### config.mk
export PLATFORM = sky130hd
export DESIGN_NAME = rom_access_arbiter_flat
export DESIGN_NICKNAME = d
export VERILOG_FILES = /design/src/rtl/rom_access_arbiter_pkg.sv /design/src/rtl/rom_access_arbiter_if.sv /design/src/rtl/rom_burst_limiter.sv /design/src/rtl/rom_access_arbiter.sv /design/src/flat_wrapper.sv
export SDC_FILE = /design/constraint.sdc
export NUM_CORES = 1
export LEC_CHECK = 0
export CELL_PAD_IN_SITES_DETAIL_PLACEMENT = 2
export CELL_PAD_IN_SITES_GLOBAL_PLACEMENT = 2
export CORE_MARGIN = 4
export CORE_UTILIZATION = 29
export DETAILED_ROUTE_END_ITERATION = 7
export PLACE_DENSITY_LB_ADDON = 0.1
export RECOVER_POWER = 100
export REMOVE_ABC_BUFFERS = 1
export SKIP_CTS_REPAIR_TIMING = 1
export SLEW_MARGIN = 10
export SYNTH_ARGS = -nofsm -noshare
export SYNTH_HDL_FRONTEND = slang
export SYNTH_SLANG_ARGS = --single-unit
### constraint.sdc
create_clock -name clk -period 13.5 [get_ports clk]
set_input_delay 3.375 -clock clk [delete_from_list [all_inputs] [get_ports clk]]
set_output_delay 3.375 -clock clk [all_outputs]
set_load 0.05 [all_outputs]
### src/rtl/rom_access_arbiter_pkg.sv
// Purpose : shared widths and owner encoding for the Hack instruction-ROM arbiter.
// Latency : n/a (definitions only).
// Backpr. : n/a.
package rom_access_arbiter_pkg;

  localparam int HACK_ADDR_W = 15;
  localparam int HACK_DATA_W = 16;

  // Which requester's read is in flight in the ROM this cycle.
  typedef enum logic [1:0] {
    OWN_NONE = 2'd0,
    OWN_CPU  = 2'd1,
    OWN_DBG  = 2'd2
  } owner_e;

endpackage : rom_access_arbiter_pkg

### src/rtl/rom_access_arbiter_if.sv
// Purpose : bundles the CPU fetch port, debug port, ROM port and conflict counter.
// Latency : n/a (wires only).
// Backpr. : req held until gnt; rvalid always one cycle after gnt, no stall.
// Ports   : master = requesters + ROM model side, slave = arbiter side.
interface rom_access_arbiter_if
  import rom_access_arbiter_pkg::*;
#(
  parameter int ADDR_W = HACK_ADDR_W,
  parameter int DATA_W = HACK_DATA_W,
  parameter int CNT_W  = 16
);
  logic              cpu_req;
  logic [ADDR_W-1:0] cpu_addr;
  logic              cpu_gnt;
  logic              cpu_rvalid;
  logic [DATA_W-1:0] cpu_rdata;
  logic              dbg_req;
  logic [ADDR_W-1:0] dbg_addr;
  logic              dbg_gnt;
  logic              dbg_rvalid;
  logic [DATA_W-1:0] dbg_rdata;
  logic [ADDR_W-1:0] rom_address;
  logic [DATA_W-1:0] rom_data;
  logic [CNT_W-1:0]  conflict_count;

  modport master (
    output cpu_req, cpu_addr, dbg_req, dbg_addr, rom_data,
    input  cpu_gnt, cpu_rvalid, cpu_rdata, dbg_gnt, dbg_rvalid, dbg_rdata,
    input  rom_address, conflict_count
  );

  modport slave (
    input  cpu_req, cpu_addr, dbg_req, dbg_addr, rom_data,
    output cpu_gnt, cpu_rvalid, cpu_rdata, dbg_gnt, dbg_rvalid, dbg_rdata,
    output rom_address, conflict_count
  );
endinterface : rom_access_arbiter_if

### src/rtl/rom_burst_limiter.sv
// Purpose : counts back-to-back CPU grants won against a waiting debug request.
// Latency : force_dbg_o is registered state, valid the cycle after the count reaches the limit.
// Backpr. : none; forces one debug grant once MAX_CPU_BURST CPU grants were taken.
// Ports   : clk/reset, dbg_req_i, cpu_gnt_i, dbg_gnt_i in; force_dbg_o out.
module rom_burst_limiter #(
  parameter int MAX_CPU_BURST = 4
) (
  input  logic clk,
  input  logic reset,
  input  logic dbg_req_i,
  input  logic cpu_gnt_i,
  input  logic dbg_gnt_i,
  output logic force_dbg_o
);
  localparam int BW = $clog2(MAX_CPU_BURST + 1);

  logic [BW-1:0] burst_cnt_q, burst_cnt_d;

  always_comb begin
    burst_cnt_d = burst_cnt_q;
    // The count only matters while debug is actually waiting.
    if (!dbg_req_i || dbg_gnt_i) begin
      burst_cnt_d = '0;
    end else if (cpu_gnt_i && (burst_cnt_q != BW'(MAX_CPU_BURST))) begin
      burst_cnt_d = burst_cnt_q + BW'(1);
    end
  end

  always_ff @(posedge clk or posedge reset) begin
    if (reset) burst_cnt_q <= '0;
    else       burst_cnt_q <= burst_cnt_d;
  end

  assign force_dbg_o = (burst_cnt_q == BW'(MAX_CPU_BURST));

endmodule : rom_burst_limiter

### src/rtl/rom_access_arbiter.sv
// Purpose : shares the 1-cycle single-port instruction ROM between CPU fetch and debug reader.
// Latency : gnt combinational with req; rvalid/rdata exactly one cycle after gnt.
// Backpr. : CPU has fixed priority; debug wins after MAX_CPU_BURST contested CPU grants.
// Ports   : clk, reset (async, active-high), bus_if (slave side of rom_access_arbiter_if).
module rom_access_arbiter
  import rom_access_arbiter_pkg::*;
#(
  parameter int ADDR_W        = HACK_ADDR_W,
  parameter int DATA_W        = HACK_DATA_W,
  parameter int MAX_CPU_BURST = 4,
  parameter int CNT_W         = 16
) (
  input  logic                 clk,
  input  logic                 reset,
  rom_access_arbiter_if.slave  bus_if
);
  owner_e            owner_q, owner_d;
  logic [ADDR_W-1:0] last_addr_q;
  logic [CNT_W-1:0]  conflict_q, conflict_d;
  logic [DATA_W-1:0] cpu_hold_q, dbg_hold_q;
  logic              cpu_gnt, dbg_gnt, force_dbg, conflict;
  logic [ADDR_W-1:0] rom_addr;

  assign conflict = bus_if.cpu_req && bus_if.dbg_req;

  rom_burst_limiter #(.MAX_CPU_BURST(MAX_CPU_BURST)) u_burst (
    .clk         (clk),
    .reset       (reset),
    .dbg_req_i   (bus_if.dbg_req),
    .cpu_gnt_i   (cpu_gnt),
    .dbg_gnt_i   (dbg_gnt),
    .force_dbg_o (force_dbg)
  );

  // Grant mux and next owner. Grants are suppressed while reset is held so the
  // ROM address sits at zero and nothing is launched that reset would orphan.
  always_comb begin
    cpu_gnt  = 1'b0;
    dbg_gnt  = 1'b0;
    owner_d  = OWN_NONE;
    rom_addr = last_addr_q;
    if (!reset) begin
      if (bus_if.cpu_req && !(bus_if.dbg_req && force_dbg)) begin
        cpu_gnt = 1'b1;
      end else if (bus_if.dbg_req) begin
        dbg_gnt = 1'b1;
      end
    end
    if (cpu_gnt) begin
      owner_d  = OWN_CPU;
      rom_addr = bus_if.cpu_addr;
    end else if (dbg_gnt) begin
      owner_d  = OWN_DBG;
      rom_addr = bus_if.dbg_addr;
    end
  end

  // Saturating conflict counter: stop at all-ones.
  always_comb begin
    conflict_d = conflict_q;
    if (conflict && (conflict_q != {CNT_W{1'b1}})) conflict_d = conflict_q + CNT_W'(1);
  end

  always_ff @(posedge clk or posedge reset) begin
    if (reset) begin
      owner_q     <= OWN_NONE;
      last_addr_q <= '0;
      conflict_q  <= '0;
      cpu_hold_q  <= '0;
      dbg_hold_q  <= '0;
    end else begin
      owner_q     <= owner_d;
      last_addr_q <= rom_addr;
      conflict_q  <= conflict_d;
      if (owner_q == OWN_CPU) cpu_hold_q <= bus_if.rom_data;
      if (owner_q == OWN_DBG) dbg_hold_q <= bus_if.rom_data;
    end
  end

  // Owner of the previous cycle's address receives this cycle's ROM word;
  // the other side keeps presenting the last word it was given.
  assign bus_if.cpu_gnt        = cpu_gnt;
  assign bus_if.dbg_gnt        = dbg_gnt;
  assign bus_if.rom_address    = rom_addr;
  assign bus_if.cpu_rvalid     = (owner_q == OWN_CPU);
  assign bus_if.dbg_rvalid     = (owner_q == OWN_DBG);
  assign bus_if.cpu_rdata      = (owner_q == OWN_CPU) ? bus_if.rom_data : cpu_hold_q;
  assign bus_if.dbg_rdata      = (owner_q == OWN_DBG) ? bus_if.rom_data : dbg_hold_q;
  assign bus_if.conflict_count = conflict_q;

endmodule : rom_access_arbiter

### src/flat_wrapper.sv
// flat-port wrapper written by rule: the top's interface ports become plain ports
module rom_access_arbiter_flat import rom_access_arbiter_pkg::*;
#(
  parameter int ADDR_W        = HACK_ADDR_W,
  parameter int DATA_W        = HACK_DATA_W,
  parameter int MAX_CPU_BURST = 4,
  parameter int CNT_W         = 16
)
  (clk, reset, bus_if_cpu_req, bus_if_cpu_addr, bus_if_dbg_req, bus_if_dbg_addr, bus_if_rom_data, bus_if_cpu_gnt, bus_if_cpu_rvalid, bus_if_cpu_rdata, bus_if_dbg_gnt, bus_if_dbg_rvalid, bus_if_dbg_rdata, bus_if_rom_address, bus_if_conflict_count);
  rom_access_arbiter_if #(.ADDR_W(ADDR_W), .DATA_W(DATA_W), .CNT_W(CNT_W)) bus_if_i ();
  input  logic clk;
  input  logic reset;
  input wire logic [$bits(bus_if_i.cpu_req)-1:0] bus_if_cpu_req;
  input wire logic [$bits(bus_if_i.cpu_addr)-1:0] bus_if_cpu_addr;
  input wire logic [$bits(bus_if_i.dbg_req)-1:0] bus_if_dbg_req;
  input wire logic [$bits(bus_if_i.dbg_addr)-1:0] bus_if_dbg_addr;
  input wire logic [$bits(bus_if_i.rom_data)-1:0] bus_if_rom_data;
  output wire logic [$bits(bus_if_i.cpu_gnt)-1:0] bus_if_cpu_gnt;
  output wire logic [$bits(bus_if_i.cpu_rvalid)-1:0] bus_if_cpu_rvalid;
  output wire logic [$bits(bus_if_i.cpu_rdata)-1:0] bus_if_cpu_rdata;
  output wire logic [$bits(bus_if_i.dbg_gnt)-1:0] bus_if_dbg_gnt;
  output wire logic [$bits(bus_if_i.dbg_rvalid)-1:0] bus_if_dbg_rvalid;
  output wire logic [$bits(bus_if_i.dbg_rdata)-1:0] bus_if_dbg_rdata;
  output wire logic [$bits(bus_if_i.rom_address)-1:0] bus_if_rom_address;
  output wire logic [$bits(bus_if_i.conflict_count)-1:0] bus_if_conflict_count;
  assign bus_if_i.cpu_req = bus_if_cpu_req;
  assign bus_if_i.cpu_addr = bus_if_cpu_addr;
  assign bus_if_i.dbg_req = bus_if_dbg_req;
  assign bus_if_i.dbg_addr = bus_if_dbg_addr;
  assign bus_if_i.rom_data = bus_if_rom_data;
  assign bus_if_cpu_gnt = bus_if_i.cpu_gnt;
  assign bus_if_cpu_rvalid = bus_if_i.cpu_rvalid;
  assign bus_if_cpu_rdata = bus_if_i.cpu_rdata;
  assign bus_if_dbg_gnt = bus_if_i.dbg_gnt;
  assign bus_if_dbg_rvalid = bus_if_i.dbg_rvalid;
  assign bus_if_dbg_rdata = bus_if_i.dbg_rdata;
  assign bus_if_rom_address = bus_if_i.rom_address;
  assign bus_if_conflict_count = bus_if_i.conflict_count;
  rom_access_arbiter #(.ADDR_W(ADDR_W), .DATA_W(DATA_W), .MAX_CPU_BURST(MAX_CPU_BURST), .CNT_W(CNT_W)) u_core (.clk(clk), .reset(reset), .bus_if(bus_if_i));
endmodule
==> results.tsv, run 1 <==
metric	value	unit
outcome	finished with violations	
failing checks	max-capacitance violations, max-slew violations	
Core Footprint	9420	µm²
clock buffer depth	2	
Gate Count Post-Synth	228	
worst hold path class	reg2reg	
unrepaired setup endpoints after global routing	false	
initial core utilization	30.3	%
Final Core Density	46.3	%
internal power	0.422	mW
Final #Nets	403	
Yosys reg bits	68	
post-synth top area share	59.6	%
kind of start point of the critical path	input pin	
Max Cap Viol	2	
TritonCTS Buffers	9	
CP endpoint kind	output pin	
clk sinks	68	
final worst setup slack	3.53	ns
clock power share	27.2	%
final worst-path cycle share	73.9	%
Slew Viols, Final	87	
count of TritonRoute iterations in the first routing pass	4	
Post-route DRC	0	
Crit Path Max Fanout	17	
Worst-Skew Late Latency	0.34	ns
overall power	0.699	mW
Rows	35	
Worst-Margin Slew	3.72	ns
Worst EP arrival	6.60	ns
H-tree depth	3	
Sw Share	39.6	%
clock slew at reported path FFs	0.08	ns
layout cells sized above 1	11.3	%
total number of vias	2245	
Post-Place Setup Slack	4.06	ns
Inserted Diodes	0	
largest net degree at the start of global routing	69	
setup TNS	0	ns
Synth area leader	dfrtp_1	
Die W	107	µm
Tmin final	9.97	ns
fillers	983	
final setup fails	0	
pwr dens	160	nW/µm²
die area	11500	µm²
vias in the first global route	2652	
syn avg cell area	12.5	µm²
I/O pins	117	
fmax	0.100	GHz
synth-to-layout area growth	52.6	%
DRT Wirelength	8410	µm
clk root buf	clkbuf_8	
Setup Skew	0.0113	ns
crit path kind	in2out	
relative slew slack	-148	%
Yosys cell types	33	
top cells by area, synth	dfrtp_1 60%, mux2_2 13%, nand2_1 5.0%, a22oi_1 3.9%, xnor2_1 3.7%	
All-Layer GR Usage	15.5	%
WL per Instance	17.4	µm
initial DRC count	35	
VDD IR max	0.0000939	V
GPL Wtd Cong	0.748	
Fin. Hold Viols	0	
post-route ant nets	0	
Area after DPL	4160	µm²
yosys warns	0	
chip height	107	µm
GRT overflow	0	
first-pass GRT wire length	13800	µm
Critical Path RT	10.12	ns
fraction of power consumed by sequential logic	36.8	%
mapped cell area	2850	µm²
Seq/Total Area, Yosys	59.6	%
leakage power	1.89	nW
switching power	0.277	mW
Port Buffers	116	
Design Area, Final	4360	µm²
DR vias/cell	4.64	
Comb power frac	36.0	%
CTS tree	done	
initial antenna violation count	1	
DP Wirelength	6080	µm
[metal layers]
layer	global-route usage [%]	share of wire (%)	up-vias
met4	5.21	1.1	2
li1	-	-	1044
met2	26.2	49	64
met3	3.91	5.9	12
met1	19.2	43	1123
met5	0	0.15	-
[placed cells by master, fill, tap and decap left out, types with 2 or more instances in the layout]
cell type        instances
dlygate4sd3_1           83
dfrtp_1                 68
nand2_1                 38
clkdlybuf4s50_1         33
mux2_2                  21
a22oi_1                 15
xnor2_1                 12
mux2_1                  12
clkbuf_8                 9
nand3_1                  8
nand4_1                  6
and4_1                   4
inv_1                    4
nor2_1                   3
xor2_1                   3
nand2b_1                 3
ha_1                     3
clkinvlp_4               3
nor3_1                   2
a21oi_1                  2
o21ai_0                  2
and2_1                   2
bufinv_16                2
buf_4                    2
[cell families after synthesis]
| group | count (synthesis) | share of synthesized area [%] |
|---|---|---|
| mux | 33 | 13.0 |
| xor+xnor | 15 | 4.60 |
| compound gates | 25 | 6.93 |
| flops | 68 | 59.6 |
| buf+inv | 13 | 2.10 |
| simple gates | 71 | 12.4 |
| fa+ha+maj | 3 | 1.32 |
[worst paths after layout]
path / cells after the start / slack, ns / end / start
max in group asynchronous: 3 / 6.37 / u_core.last_addr_q[8] / reset
worst max-delay path: 6 / 3.53 / bus_if_rom_address[9] / reset
min in group asynchronous: 3 / 5.05 / u_core.bus_if.conflict_count[3] / reset
worst min register to register: 2 / 0.47 / u_core.last_addr_q[2] / u_core.last_addr_q[2]
worst max register to register: 6 / 11.09 / u_core.last_addr_q[9] / u_core.u_burst.burst_cnt_q[0]
worst min-delay path: 2 / 0.47 / u_core.last_addr_q[2] / u_core.last_addr_q[2]
[synth_stat cells]
library cell	number
nand4_1	6
mux2_2	33
a21boi_0	1
and3_1	1
or3b_1	1
buf_2	6
a21oi_1	1
nor4_2	1
o21ai_0	2
nand3_1	8
a2111o_1	1
and4_1	4
nor3_1	1
nor3b_1	1
dfrtp_1	68
nor2_1	3
xor2_1	3
xnor2_1	12
clkbuf_1	1
and2_1	2
a22o_1	1
a22oi_1	15
a41oi_2	1
nand2_1	38
a31oi_2	1
nand2b_1	3
o21ai_1	1
a21oi_2	1
nor3_2	1
ha_1	3
buf_4	1
nor2b_1	1
inv_1	5
[power groups by stage]
stage	Combinational (mW)	Clock [mW]	Sequential (mW)
final	0.252	0.190	0.257
after global routing	0.266	0.207	0.263
after CTS	0.272	0.198	0.258
after detailed placement	0.271	0	0.262
after global placement	0.268	0	0.260
after floorplan	0.144	0	0.287
[state kept, by name (all words and copies together), names as in the netlist]
register                      count
u_core.owner_q                    2
u_core.bus_if.conflict_count     16
u_core.last_addr_q               15
u_core.u_burst.burst_cnt_q        3
u_core.dbg_hold_q                16
u_core.cpu_hold_q                16
[stage by stage]
step	std cells	hold WS, ns
after floorplan	220	0.564
after global placement	468	0.456
after detailed placement	468	0.462
after CTS	484	0.488
after global routing	484	0.512
final	484	0.474
[final cells by class]
| cell class | count | area, µm² | share of cell area [%] |
|---|---|---|---|
| Clock buffer | 9 | 124 | 2.84 |
| Clock inverter | 7 | 100 | 2.30 |
| Inverter | 5 | 18.8 | 0.431 |
| Multi-Input combinational cell | 147 | 1070 | 24.6 |
| Sequential cell | 68 | 1700 | 39.1 |
| Tap cell | 129 | 161 | 3.71 |
| Timing Repair Buffer | 119 | 1180 | 27.1 |
[worst max-delay path: stages]
cell	delay [ns]
dlygate4sd3_1	0.62
nand2b_1	0.20
a31oi_1	1.10
a22oi_1	0.22
nand2_1	0.18
dlygate4sd3_1	0.90
No activity file was read; power rests on OpenSTA's default activity.
==> inputs of run 2 (changes only) <==
Settings changed: CORE_UTILIZATION 29 to 26.
Clock period 13.5 ns to 9.9 ns, I/O delays scaled along.
==> run 2 against run 1 <==
- the flow still finishes with violations (max-capacitance violations, max-slew violations)
- design area is 1.0% lower
- clock-buffer cell count is 5 higher
- die area is 11% higher
- final cell count is 1.2% higher
- via count stayed put
- largest cell class unchanged
- largest power group unchanged
==> results.tsv, run 2 (same netlist as run 1, synthesis figures left out) <==
metric	value	unit	change
All-Layer GR Usage	13.6	%	was 15.5%
chip height	113	µm	was 107 µm
I/O pins	117		unchanged
DR vias/cell	4.58		was 4.64
Worst R2R Start	u_core.bus_if.conflict_count[0]		was u_core.u_burst.burst_cnt_q[0]
Slew Viols, Final	105		was 87
Core Footprint	10500	µm²	was 9420 µm²
Critical path origin	reset		unchanged
kind of start point of the critical path	input pin		unchanged
initial antenna violation count	0		was 1
initial DRC count	57		was 35
relative slew slack	-151	%	was -148%
post-route ant nets	0		unchanged
CP endpoint kind	output pin		unchanged
Design Area, Final	4310	µm²	was 4360 µm²
most used cell, CP	dlygate4sd3_1		unchanged
Non-Filler Instances	490		was 484
Worst EP arrival	5.72	ns	was 6.60 ns
Post-route DRC	0		unchanged
Fin. Hold Viols	0		unchanged
TritonCTS Buffers	9		unchanged
failing checks	max-capacitance violations, max-slew violations		unchanged
Crit Path Max Fanout	17		unchanged
Area after DPL	4160	µm²	about the same
hold path start	u_core.last_addr_q[10]		was u_core.last_addr_q[2]
fillers	1088		was 983
crit path kind	in2out		unchanged
placed cells	474		was 468
DRT Wirelength	8310	µm	was 8410 µm
count of TritonRoute iterations in the first routing pass	4		unchanged
commonest non-fill, non-tap cells in the layout	82 x dlygate4sd3_1, 68 x dfrtp_1, 38 x nand2_1		was 83 x dlygate4sd3_1, 68 x dfrtp_1, 38 x nand2_1
GPL Wtd Cong	0.754		was 0.748
WL per Instance	17.0	µm	was 17.4 µm
DP Wirelength	5960	µm	was 6080 µm
Port Buffers	116		unchanged
outcome	finished with violations		unchanged
internal power	0.549	mW	was 0.422 mW
initial core utilization	27.2	%	was 30.3%
leakage power	1.87	nW	was 1.89 nW
unrepaired setup endpoints after global routing	false		unchanged
Worst-Skew Late Latency	0.33	ns	was 0.34 ns
first-pass GRT wire length	13800	µm	about the same
GRT overflow	0		unchanged
Final #Nets	402		was 403
Die W	113	µm	was 107 µm
VDD IR max	0.000124	V	was 0.0000939 V
worst hold path class	reg2reg		unchanged
Tmin final	8.19	ns	
fraction of power consumed by sequential logic	38.5	%	was 36.8%
pwr dens	211	nW/µm²	was 160 nW/µm²
total number of vias	2245		unchanged
worst-path cell chain	dlygate4sd3_1 -> nand2b_1 -> a31oi_1 -> a22oi_1 -> nand2_1 -> dlygate4sd3_1		unchanged
synth-to-layout area growth	51.0	%	was 52.6%
fmax	0.122	GHz	
Rows	37		was 35
switching power	0.359	mW	was 0.277 mW
largest net degree at the start of global routing	69		unchanged
setup TNS	0	ns	unchanged
clock slew at reported path FFs	0.07	ns	was 0.08 ns
vias in the first global route	2595		was 2652
overall power	0.908	mW	was 0.699 mW
Max Cap Viol	3		was 2
final worst-path cycle share	82.8	%	
Setup Skew	0.00788	ns	was 0.0113 ns
Buf+Inv Stages, Crit Path	2		unchanged
H-tree depth	3		unchanged
Comb power frac	37.7	%	was 36.0%
Worst-Margin Slew	3.77	ns	was 3.72 ns
commonest non-fill, non-tap cell in the layout	dlygate4sd3_1		unchanged
clk sinks	68		unchanged
die area	12700	µm²	was 11500 µm²
final setup fails	0		unchanged
Sw Share	39.6	%	about the same
Inserted Diodes	0		unchanged
final hold slack	0.466	ns	was 0.474 ns
Worst path slowest cell	a31oi_1		unchanged
Critical Path RT	7.43	ns	was 10.12 ns
CTS tree	done		unchanged
layout cells sized above 1	8.19	%	was 11.3%
clock buffer depth	2		unchanged
Top delay family on crit path	buffers and inverters		unchanged
critical path's largest stage delay	1.12	ns	was 1.10 ns
clock power share	23.8	%	was 27.2%
clk root buf	clkbuf_8		unchanged
run 2: cell count changes in the layout (fill, tap and decap cells not counted), sizes merged:
cell,previous run,this run
buf,2,1
bufinv,2,1
clkbuf,10,15
clkdlybuf4s50,33,34
clkinvlp,3,0
dlygate4sd3,83,82
inv,5,4
run 2: path summary, 6_finish.rpt:
| path | endpoint | slack [ns] | cells past startpoint |
|---|---|---|---|
| max in group asynchronous | u_core.bus_if.conflict_count[11] | 3.60 | 3 |
| worst max-delay path | bus_if_rom_address[4] | 1.71 | 6 |
| worst max register to register | u_core.bus_if.conflict_count[1] | 7.49 | 4 |
| worst min register to register | u_core.last_addr_q[10] | 0.47 | 2 |
| worst min-delay path | u_core.last_addr_q[10] | 0.47 | 2 |
| min in group asynchronous | u_core.last_addr_q[8] | 4.18 | 3 |
run 2: area by class of cell:
type	count	area (µm²)	area share (%)
sequential	68	1700	39.5
timing repair buffer	118	1170	27.2
multi-input combinational	147	1070	24.8
tap	136	170	3.95
clock buffer	14	143	3.31
clock inverter	2	35.0	0.813
inverter	5	18.8	0.435
run 2: metrics by stage:
step                      setup WS (ns)  util, %
after detailed placement           2.20     39.6
after global placement             2.32     39.6
final                              1.71     41.0
after global routing               1.33     41.0
after CTS                          2.21     41.3
after floorplan                    2.28        -
run 2: worst min-delay path, cell delays in order, from the launching register on:
cell     delay (ns)
dfrtp_1        0.32
nand2_1        0.04
nand2_1        0.07
run 2: power groups by stage:
stage | Combinational (mW) | Sequential, mW | Clock [mW]
2_1_floorplan | 0.196 | 0.391 | 0
3_3_place_gp | 0.365 | 0.353 | 0
3_5_place_dp | 0.369 | 0.356 | 0
4_1_cts | 0.371 | 0.351 | 0.228
5_1_grt | 0.361 | 0.357 | 0.241
6_report | 0.342 | 0.350 | 0.217
run 2: layer usage:
metal,share of wire (%),global-route usage (%),up-vias
met3,4.6,3.05,9
met2,49,23.4,69
met1,45,16.5,1125
met5,0,0,-
li1,-,-,1042
met4,1.3,5.29,0
==> inputs of run 3 (changes only) <==
Clock period 9.9 ns to 8.35 ns, I/O delays scaled along.
==> run 3 against run 2 <==
- the run still ends with max-capacitance violations, max-slew violations left
- die area is the same
- design area is essentially flat
- critical path depth is the same
- total power grew 19%
- wire length shrank 0.83%
- hold slack gained 0.0010 ns
==> results.tsv, run 3 (same netlist as run 1, synthesis figures left out) <==
metric	value	unit	change
layout cells sized above 1	9.40	%	was 8.19%
outcome	finished with violations		unchanged
worst hold path class	reg2reg		unchanged
met2 Usage GRT	21.0	%	was 23.4%
clk sinks	68		unchanged
GRT overflow	0		unchanged
vias in the first global route	2461		was 2595
Slew Viols, Final	105		unchanged
kind of start point of the critical path	input pin		unchanged
Crit Path Max Fanout	17		unchanged
Max Cap Viol	3		unchanged
I/O pins	117		unchanged
DR vias/cell	4.64		was 4.58
CTS tree	done		unchanged
largest net degree at the start of global routing	69		unchanged
Setup Skew	0.0126	ns	was 0.00788 ns
DP Wirelength	5910	µm	was 5960 µm
CP endpoint kind	output pin		unchanged
Most Crowded Layer GR	met2		unchanged
leakage power	1.87	nW	about the same
post-route ant nets	0		unchanged
clk root buf	clkbuf_8		unchanged
GPL Wtd Cong	0.754		about the same
Critical Path RT	6.26	ns	was 7.43 ns
unrepaired setup endpoints after global routing	false		unchanged
Core Footprint	10500	µm²	unchanged
Port Buffers	116		unchanged
setup TNS	0	ns	unchanged
TritonCTS Buffers	9		unchanged
Worst-Skew Late Latency	0.34	ns	was 0.33 ns
initial antenna violation count	0		unchanged
Die W	113	µm	unchanged
clock slew at reported path FFs	0.07	ns	about the same
Rows	37		unchanged
All-Layer GR Usage	13.3	%	was 13.6%
grt met1 use	17.8	%	was 16.5%
VDD IR max	0.000155	V	was 0.000124 V
final worst setup slack	0.909	ns	was 1.71 ns
clock buffer depth	2		unchanged
pwr dens	251	nW/µm²	was 211 nW/µm²
Final #Nets	402		unchanged
die area	12700	µm²	unchanged
placed cells	474		unchanged
Post-route DRC	0		unchanged
Inserted Diodes	0		unchanged
final setup fails	0		unchanged
initial DRC count	70		was 57
initial core utilization	27.2	%	unchanged
Post-Place Setup Slack	1.44	ns	was 2.20 ns
count of TritonRoute iterations in the first routing pass	4		unchanged
first-pass GRT wire length	13500	µm	was 13800 µm
commonest non-fill, non-tap cells in the layout	81 x dlygate4sd3_1, 68 x dfrtp_1, 38 x nand2_1		was 82 x dlygate4sd3_1, 68 x dfrtp_1, 38 x nand2_1
met3 usage	3.53	%	was 3.05%
crit path kind	in2out		unchanged
Worst-Margin Slew	3.83	ns	was 3.77 ns
chip height	113	µm	unchanged
final worst-path cycle share	89.1	%	
Area after DPL	4160	µm²	unchanged
DRT Wirelength	8240	µm	was 8310 µm
fmax	0.134	GHz	
synth-to-layout area growth	51.1	%	was 51.0%
Worst EP arrival	5.35	ns	was 5.72 ns
Design Area, Final	4310	µm²	about the same
Fin. Hold Viols	0		unchanged
failing checks	max-capacitance violations, max-slew violations		unchanged
r2r setup slk	5.94	ns	was 7.49 ns
Non-Filler Instances	487		was 490
total number of vias	2261		was 2245
commonest non-fill, non-tap cell in the layout	dlygate4sd3_1		unchanged
WL per Instance	16.9	µm	was 17.0 µm
H-tree depth	3		unchanged
relative slew slack	-155	%	was -151%
Tmin final	7.44	ns	
run 3: final cells by class:
class | instances | area (µm²)
multi-input cells | 147 | 1070
clock inverters | 2 | 37.5
inverters | 5 | 18.8
well taps | 136 | 170
fillers | 1121 | 6200
clock buffers | 11 | 141
repair buffers | 118 | 1170
flip-flops and latches | 68 | 1700
run 3: routing by layer:
layer	share of wire (%)	routed length, µm	up-vias
met1	47	3860	1143
met3	4.7	390	8
li1	-	-	1043
met5	0	0	-
met2	47	3900	67
met4	1.0	85	0
run 3: worst paths after layout:
check | startpoint | to | depth (start not counted)
max | reset | bus_if_rom_address[9] | 6
min reg2reg | u_core.last_addr_q[10] | u_core.last_addr_q[10] | 2
max in group asynchronous | reset | u_core.owner_q[1] | 3
min | u_core.last_addr_q[10] | u_core.last_addr_q[10] | 2
max reg2reg | u_core.u_burst.burst_cnt_q[0] | u_core.last_addr_q[12] | 6
min in group asynchronous | reset | u_core.bus_if.conflict_count[7] | 3
run 3: worst max-delay path: stages:
cell	delay [ns]
dlygate4sd3_1	0.63
nand2b_1	0.21
a31oi_1	1.17
a22oi_1	0.17
nand2_1	0.15
dlygate4sd3_1	0.92
run 3: stage by stage:
step / hold slack, ns / util, % / power, mW
2_1_floorplan: 0.564 / - / 0.697
3_3_place_gp: 0.454 / 39.6 / 0.851
3_5_place_dp: 0.462 / 39.6 / 0.860
4_1_cts: 0.481 / 41.3 / 1.13
5_1_grt: 0.508 / 41.0 / 1.14
6_report: 0.467 / 41.0 / 1.08
run 3: power by group:
| group | switching (mW) | internal [mW] |
|---|---|---|
| registers | 0.0313 | 0.383 |
| logic | 0.275 | 0.130 |
| clock network | 0.119 | 0.141 |
| total | 0.426 | 0.655 |
